`src/rtl/wbu_pkg.sv`:
```
// wbu_pkg: shared codeword width, opcodes, response prefixes and FSM states for the debug-bus bridge
package wbu_pkg;
  localparam int CW_W = 36;
  localparam logic [1:0] OP_SETADDR = 2'b00, OP_WRITE = 2'b01, OP_READ = 2'b10, OP_PING = 2'b11;
  localparam logic [3:0] RSP_READ = 4'h1, RSP_WACK = 4'h2, RSP_BUSERR = 4'h3, RSP_ADDR = 4'h4, RSP_RESET = 4'h5, RSP_PING = 4'h6;
  typedef enum logic [1:0] {S_IDLE, S_WRITE, S_READ} state_t;
endpackage

```
`src/rtl/wbutimeout.sv`:
```
// wbutimeout: bus watchdog down-counter; clk/rst, run (cycle open), restart (bus progress) in, expired out
module wbutimeout #(
  parameter int LG = 10
) (
  input  logic clk,
  input  logic rst,
  input  logic run,
  input  logic restart,
  output logic expired
);
  logic [LG-1:0] cnt;
  always_ff @(posedge clk)
    if (rst || !run || restart) cnt <= '1;
    else if (cnt != '0) cnt <= cnt - LG'(1);
  assign expired = run && !restart && cnt == '0;
endmodule

```
`src/rtl/wbucmdexec.sv`:
```
// wbucmdexec: executes 36-bit bus codewords on a pipelined Wishbone master; i_stb/i_codword in, o_stb/o_codword out, o_wb_* master port
module wbucmdexec
  import wbu_pkg::*;
#(
  parameter int LGTIMEOUT = 10
) (
  input  logic            i_clk,
  input  logic            i_rst,
  input  logic            i_stb,
  input  logic [CW_W-1:0] i_codword,
  output logic            o_busy,
  output logic            o_wb_cyc,
  output logic            o_wb_stb,
  output logic            o_wb_we,
  output logic [31:0]     o_wb_addr,
  output logic [31:0]     o_wb_data,
  input  logic            i_wb_ack,
  input  logic            i_wb_stall,
  input  logic            i_wb_err,
  input  logic [31:0]     i_wb_data,
  output logic            o_stb,
  output logic [CW_W-1:0] o_codword
);
  state_t state;
  logic [31:0] addr;
  logic inc, pending, take, restart, expired, unused;
  logic [10:0] count, issued, acked;
  assign o_wb_addr = addr;
  assign o_busy = state != S_IDLE;
  assign take = i_stb && !o_busy && !pending;
  assign restart = (o_wb_stb && !i_wb_stall) || i_wb_ack;
  assign unused = i_codword[33];
  wbutimeout #(.LG(LGTIMEOUT)) u_timeout (
    .clk(i_clk),
    .rst(i_rst),
    .run(o_wb_cyc),
    .restart(restart),
    .expired(expired)
  );
  always_ff @(posedge i_clk)
    if (i_rst) begin
      state <= S_IDLE;
      o_wb_cyc <= 1'b0;
      o_wb_stb <= 1'b0;
      o_wb_we <= 1'b0;
      o_wb_data <= 32'h0;
      addr <= 32'h0;
      inc <= 1'b1;
      count <= 11'd0;
      issued <= 11'd0;
      acked <= 11'd0;
      o_stb <= 1'b0;
      o_codword <= '0;
      pending <= 1'b1;
    end else begin
      o_stb <= 1'b0;
      if (pending) begin
        pending <= 1'b0;
        o_stb <= 1'b1;
        o_codword <= {RSP_RESET, 32'h0};
      end else if (take) begin
        case (i_codword[35:34])
          OP_SETADDR: begin
            addr <= i_codword[31:0];
            inc <= ~i_codword[32];
            o_stb <= 1'b1;
            o_codword <= {RSP_ADDR, i_codword[31:0]};
          end
          OP_WRITE: begin
            o_wb_data <= i_codword[31:0];
            {o_wb_cyc, o_wb_stb, o_wb_we} <= 3'b111;
            state <= S_WRITE;
          end
          OP_READ: begin
            count <= {i_codword[9:0] == 10'd0, i_codword[9:0]};
            issued <= 11'd0;
            acked <= 11'd0;
            {o_wb_cyc, o_wb_stb, o_wb_we} <= 3'b110;
            state <= S_READ;
          end
          default: begin
            o_stb <= 1'b1;
            o_codword <= {RSP_PING, 32'h0};
          end
        endcase
      end else if (state != S_IDLE && (i_wb_err || expired)) begin
        // err beats a simultaneous ack; any reads still outstanding are abandoned
        {o_wb_cyc, o_wb_stb, o_wb_we} <= 3'b000;
        o_stb <= 1'b1;
        o_codword <= {RSP_BUSERR, 32'h0};
        state <= S_IDLE;
      end else if (state == S_WRITE) begin
        if (o_wb_stb && !i_wb_stall) begin
          o_wb_stb <= 1'b0;
          addr <= addr + {31'h0, inc};
        end
        if (i_wb_ack) begin
          o_stb <= 1'b1;
          o_codword <= {RSP_WACK, 32'h0};
          {o_wb_cyc, o_wb_stb, o_wb_we} <= 3'b000;
          state <= S_IDLE;
        end
      end else if (state == S_READ) begin
        if (o_wb_stb && !i_wb_stall) begin
          issued <= issued + 11'd1;
          addr <= addr + {31'h0, inc};
          o_wb_stb <= (issued + 11'd1) != count;
        end
        if (i_wb_ack) begin
          o_stb <= 1'b1;
          o_codword <= {RSP_READ, i_wb_data};
          acked <= acked + 11'd1;
          if ((acked + 11'd1) == count) begin
            {o_wb_cyc, o_wb_stb} <= 2'b00;
            state <= S_IDLE;
          end
        end
      end
    end
endmodule
```
`config.mk`:
```
export PLATFORM = sky130hd
export DESIGN_NAME = wbucmdexec
export DESIGN_NICKNAME = d
export VERILOG_FILES = /design/src/rtl/wbu_pkg.sv /design/src/rtl/wbutimeout.sv /design/src/rtl/wbucmdexec.sv
export SDC_FILE = /design/constraint.sdc
export NUM_CORES = 1
export LEC_CHECK = 0
export CAP_MARGIN = 30
export CORE_MARGIN = 8
export CORE_UTILIZATION = 50
export CTS_BUF_LIST = sky130_fd_sc_hd__clkbuf_2 sky130_fd_sc_hd__clkbuf_4 sky130_fd_sc_hd__clkbuf_8
export DETAILED_ROUTE_END_ITERATION = 10
export PLACE_DENSITY = 0.8
export REMOVE_ABC_BUFFERS = 1
export SLEW_MARGIN = 20
export SYNTH_ARGS = -nofsm -noshare
export SYNTH_HDL_FRONTEND = slang
export SYNTH_SLANG_ARGS = --single-unit
```
`constraint.sdc`:
```
create_clock -name i_clk -period 3.2 [get_ports i_clk]
set_input_delay 0.32 -clock i_clk [delete_from_list [all_inputs] [get_ports i_clk]]
set_output_delay 0.32 -clock i_clk [all_outputs]
set_load 0.005 [all_outputs]
```
Yosys cells after proc, flatten, opt, wreduce, memory -nomap -nowiden
Cells that the tools add are included.
{ "word_totals": {"memories": 0, "mem_bits_rw": 0, "latch_bits": 0, "register_bits": 151, "word_cells": 145, "mem_bits_ro": 0, "inputBits": 74, "output_inout_bits": 105} }
{ "classes": {"order_cmp": 0, "reduce_logical": 43, "n_eq_ne": 19, "n_mux": 62, "n_addsub": 4, "multipliers": 0, "bitwise": 2, "n_shift": 0, "div_mod_pow": 0} }
{ "op_table": {"columns": ["op", "n"], "rows": [
  ["two-way mux 36 bit", 6],
  ["two-way mux 32 bit", 6],
  ["two-way mux 11 bit", 11],
  ["case mux 36 bit (2 select lines)", 1],
  ["two-way mux 35 bit", 1],
  ["adder 32 x 1 -> 32 bit", 1],
  ["two-way mux 1 bit", 28],
  ["AND reduction 6 bit", 4],
  ["adder 11 x 1 -> 11 bit, second input constant", 2],
  ["zero test 10 bit", 2],
  ["AND reduction 4 bit", 5],
  ["two-way mux 2 bit", 7],
  ["equality test 11 bit", 1],
  ["inequality test 11 bit", 1],
  ["inequality test 5 bit, second input constant", 2],
  ["nonzero test 10 bit", 1],
  ["subtractor 10 x 1 -> 10 bit, second input constant", 1],
  ["AND reduction 3 bit", 3],
  ["nonzero test 3 bit", 3],
  ["inequality test 2 bit, second input constant", 4],
  ["inequality test 4 bit, second input constant", 2],
  ["nonzero test 2 bit", 4],
  ["nonzero test 4 bit", 2],
  ["logical AND 1 bit", 6],
  ["14 further kinds", 26]
]} }

Logic depth before layout (Yosys ltp)
{ "logic_depth": {"depth_word": 11, "mapped_depth": 11, "ltp_nobuf": 9} }

Cells and area by module
From an unflattened synthesis, not the netlist that was laid out.
{ "hier_totals": {"cells_unflattened": 1009, "area_unflattened_um2": 7674.9} }
{ "by_module_without_submodules": {"columns": ["module", "cells_per_inst", "seq_area_each_um2", "instances", "area_each_um2"], "rows": [
  ["wbucmdexec", 952, 2802.7, 1, 7163.1],
  ["wbutimeout", 57, 200.2, 1, 511.7]
]} }

Worst setup path after synthesis
No wires, ideal clock.
{ "synth_timing": {"kind": "register to register", "start": "register u_timeout.cnt[0]", "end": "register o_codword[10]", "setup_time_ps": 146, "arrival_ps": 2199, "path_buffers": 3, "required_time_ps": 3054, "stages_incl_launch_ff": 12, "period_less_slack_ps": 2345, "slack_ps": 855, "cell_sequence": "dfxtp_1 -> inv_1 -> ha_1 -> or4b_1 -> nor3_4 -> a31oi_4 -> o211ai_2 -> and2_4 -> buf_12 -> buf_12 -> buf_6 -> a211oi_2"} }
{ "synth_between": {"elab_chain_cells": 6, "elab_cells_between_ends": 10, "classes_between": "2 x eq/ne; 2 x mux; 6 x reduce/logical"} }
{ "synth_rtl": {"columns": ["element", "line", "rtl"], "rows": [
  ["from (decl)", "wbutimeout.sv:11", "logic [LG-1:0] cnt;"],
  ["from (signal assigned)", "wbutimeout.sv:14", "else if (cnt != '0) cnt <= cnt - LG'(1);"],
  ["zero test 10 bit *", "wbutimeout.sv:15", "assign expired = run && !restart && cnt == '0;"],
  ["logical AND 1 bit *", "wbutimeout.sv:15", null],
  ["logical OR 1 bit *", "wbucmdexec.sv:86", "end else if (state != S_IDLE && (i_wb_err || expired)) begin"],
  ["logical AND 1 bit *", "wbucmdexec.sv:86", null],
  ["inequality test 4 bit (no source line) (tied with other cells)", null, null],
  ["AND reduction 4 bit (no source line) / two-way mux 36 bit (equally long branches)", null, null],
  ["to (signal assigned)", "wbucmdexec.sv:83", "o_codword <= {RSP_PING, 32'h0};"],
  ["to (signal assigned)", "wbucmdexec.sv:90", "o_codword <= {RSP_BUSERR, 32'h0};"],
  ["to (signal assigned)", "wbucmdexec.sv:99", "o_codword <= {RSP_WACK, 32'h0};"],
  ["to (decl)", "wbucmdexec.sv:22", "output logic [CW_W-1:0] o_codword"]
]} }
Every way passes the cells marked *; elsewhere a longest branch is shown, timed or not.
A chain may end at the register's enable or synchronous reset.

Final worst setup path
{ "layout_timing": {"start": "register u_timeout.cnt[0]", "end": "register o_codword[15]"} }
Same word-level chain as after synthesis.

==> run_results.csv <==
group,metric,value,unit
floorplanning,dieHeight,141.6,µm
timing,worst_slack,0.3805,ns
drt,drc,0,
floorplanning,die_w,141.6,µm
clock_network,cts.clk_slew.worst_paths,0.08,ns
final_layout,n_antenna_cell,0,
final_layout,num-fill-cells,1344,
synthesis,synth_warnings,0,
flow_run,maxCapViolCount,0,
timing,period_needed,2.819,ns
synthesis,dominantRegCellSynth,"dfxtp_1",
global_route,grt_antenna_before_repair,0,
clock_network,clk_latency,0.45,ns
synthesis,synth_top_area_frac,0.3807,
synthesis,synth-edff-count,0,
final_layout,area_growth_syn_to_layout,30.65,%
clock_network,cts_buffer_depth,2,
timing,rsz0062_at_grt,"false",
timing,finalCritPeriodShare,0.8811,
synthesis,synthDistinctLibCells,67,
hold_path,min_path_type,"input pin to flop",
global_route,grt_remaining_overflow,0,
critical_path,crit_path_max_fanout,31,
outcome,status,"completed",
drt,post_drt_wl_per_cell,17.95,µm
critical_path,reg2reg_from,"u_timeout.cnt[0]",
clock_network,cts_made_buffers,17,
timing,max_slew_margin,0.5938,
final_layout,fin_area,10300,µm²
timing,setup_viol,0,
timing,final.setup_skew,0.01078,ns
power,powerDensity,414.9,nW/µm²
placement,hpwlAfterDp,17270,µm
floorplanning,dieArea,20050,µm²
synthesis,synth_commonest_cells,"nand2_1, dfxtp_1, a21oi_1",
drt,antenna_left,0,
clock_network,postCtsSetupRepairBufs,0,
hold_path,min_path_cells,2,
critical_path,critPathKind,"flop to flop",
final_layout,fin_util,0.6582,
timing,finalHoldViolations,0,
placement,port_buffers,176,
synthesis,ys_ff_latch,150,
critical_path,cp-end-kind,"flop",
floorplanning,num_rows,46,
synthesis,async_reset_ff_frac,0,
power,vdd_ir_drop_max,0.0002726,V
placement,detailedPlace.worstSlack,0.4039,ns
placement,place_area,9828,µm²
timing,max_freq,354.7,MHz
global_route,grt_usage,0.2394,
clock_network,cts_hold_buf,0,
placement,gp_congestion,0.9029,
global_route,grt_pass1_vias,7648,
floorplanning,initial_core_util,0.5038,
drt,wl,24090,µm
synthesis,synth_area,7888,µm²
hold_path,hold_end,"issued[6]",
final_layout,fin_nets,1201,
drt,vias,7858,
clock_network,root_buffer,"clkbuf_8",
critical_path,r2r-end,"o_codword[15]",
global_route,grt_pass1_wl,38760,µm
power,leakage,3.519,nW
final_layout,fin_cells,1342,
floorplanning,io_pins,179,
clock_network,tritoncts,"done",
synthesis,postSynthAreaPerCell,8.098,µm²
timing,finalMaxSlewViolations,0,
critical_path,cp_slowest_cell,"or4b_1",
drt,firstDrtPassIters,5,
global_route,grt_max_degree,94,
synthesis,ys_seq_area_frac,0.3807,
final_layout,drive_gt1_frac,0.09059,
hold_path,min_from,"i_rst",
timing,worst_slew_pin_slew,0.6072,ns
synthesis,syn-instance-count,974,
drt,viasPerCell,5.855,
synthesis,yosysMostFrequentCell,"nand2_1",
critical_path,start_kind,"flop",
critical_path,cp.required,3.57,ns
critical_path,r2r_cells,10,
critical_path,crit_path_max_incr_delay,0.50,ns
critical_path,regToRegSetupSlack,0.38,ns
placement,dp_cells,1311,
synthesis,synth_top_cell_by_area,"dfxtp_1",
clock_network,postCtsResizedCells,0,
synthesis,synth_area_leaders,"dfxtp_1, nand2_1, a21oi_1",
floorplanning,core_area,15660,µm²
clock_network,cts_sinks,150,
critical_path,worstPathArrival,3.19,ns
critical_path,path_cells,"inv_1, ha_1, or4b_1, nor3_4, a31oi_4, o211ai_2, and2_4, buf_12, nor2_1, a211oi_2",
drt,drt_first_iter_violations,538,
clock_network,htree_levels,4,
metal layers:
metal	GRT usage	up-vias	wire, µm
met5	0	-	0
met3	0.09106	43	2165
met2	0.3955	260	11540
met4	0.1051	0	676
li1	-	3819	-
met1	0.2706	3736	9706
cell families (layout without fill, tap and decap cells):
family                   after synthesis  after routing  synth area share
AO/OA/AOI/OAI                        323            323            0.2925
other                                  1              1         0.0004754
multiplexers                           2              2          0.002538
buffers and inverters                 94            246           0.05758
AND/OR/NAND/NOR                      357            357            0.2083
adder cells (fa/ha/maj)               12             12           0.01904
XOR/XNOR                              35             35           0.03886
flip-flops                           150            150            0.3807
flip-flops by register name, summed over array words and instances (netlist names), 2 cells and up:
signal	count
o_codword	35
u_timeout.cnt	10
acked	11
issued	11
state	2
o_wb_data	32
count	11
o_wb_addr	32
cells in the final DEF (no fill, tap or decap), types with 15 or more instances in the layout:
| cell | synthesis | layout |
|---|---|---|
| clkdlybuf4s50_1 | 0 | 175 |
| dfxtp_1 | 150 | 150 |
| nor2_1 | 82 | 81 |
| buf_4 | 1 | 15 |
| xnor2_1 | 24 | 24 |
| a211oi_1 | 18 | 18 |
| a211oi_2 | 32 | 32 |
| a22oi_1 | 44 | 44 |
| a21oi_1 | 84 | 84 |
| o21ai_0 | 59 | 59 |
| and3_1 | 17 | 17 |
| inv_1 | 18 | 18 |
| nand3_1 | 34 | 33 |
| nand2_1 | 155 | 154 |
| clkbuf_8 | 0 | 20 |
| a311oi_1 | 19 | 19 |
critical path: cells and delay by family, from the launching register on:
family,cells,cell delay (ns)
flops,1,0.30
buf+inv,2,0.35
compound gates,3,0.61
fa+ha+maj,1,0.20
simple gates,4,1.24
report_power, final:
part	leakage (nW)	switching, W	internal (W)	total, W
clock	0.235	0.000713	0.000989	0.00170
combinational	2.07	0.000333	0.000295	0.000628
sequential	1.22	0.0000342	0.00191	0.00195
total	3.52	0.00108	0.00320	0.00428
area by class of cell:
class,instances,area [µm²],area share
Clock buffer,21,282.8,0.02744
Timing Repair Buffer,198,2039,0.1979
Inverter,18,67.56,0.006557
Sequential cell,150,3003,0.2914
Multi-Input combinational cell,730,4468,0.4336
Clock inverter,9,173.9,0.01688
Tap cell,216,270.3,0.02623
worst max-delay path by stage:
stage | startpoint | end | depth (start not counted)
after floorplan | state[0] | o_wb_data[0] | 7
after global placement | i_wb_stall | o_wb_we | 8
after detailed placement | i_wb_stall | o_wb_stb | 9
after CTS | u_timeout.cnt[0] | o_codword[15] | 10
after global routing | u_timeout.cnt[0] | o_codword[15] | 10
final | u_timeout.cnt[0] | o_codword[15] | 10
through the flow:
step | power [W] | TNS [ns] | hold slack, ns
final | 0.004276 | 0 | 0.1524
after detailed placement | 0.002611 | 0 | 0.4485
after global routing | 0.004432 | 0 | 0.1485
after global placement | 0.002590 | 0 | 0.4405
after CTS | 0.004297 | 0 | 0.1336
after floorplan | 0.002265 | -94.57 | 0.3477
Note: power is estimated with default switching activity, not from simulation.
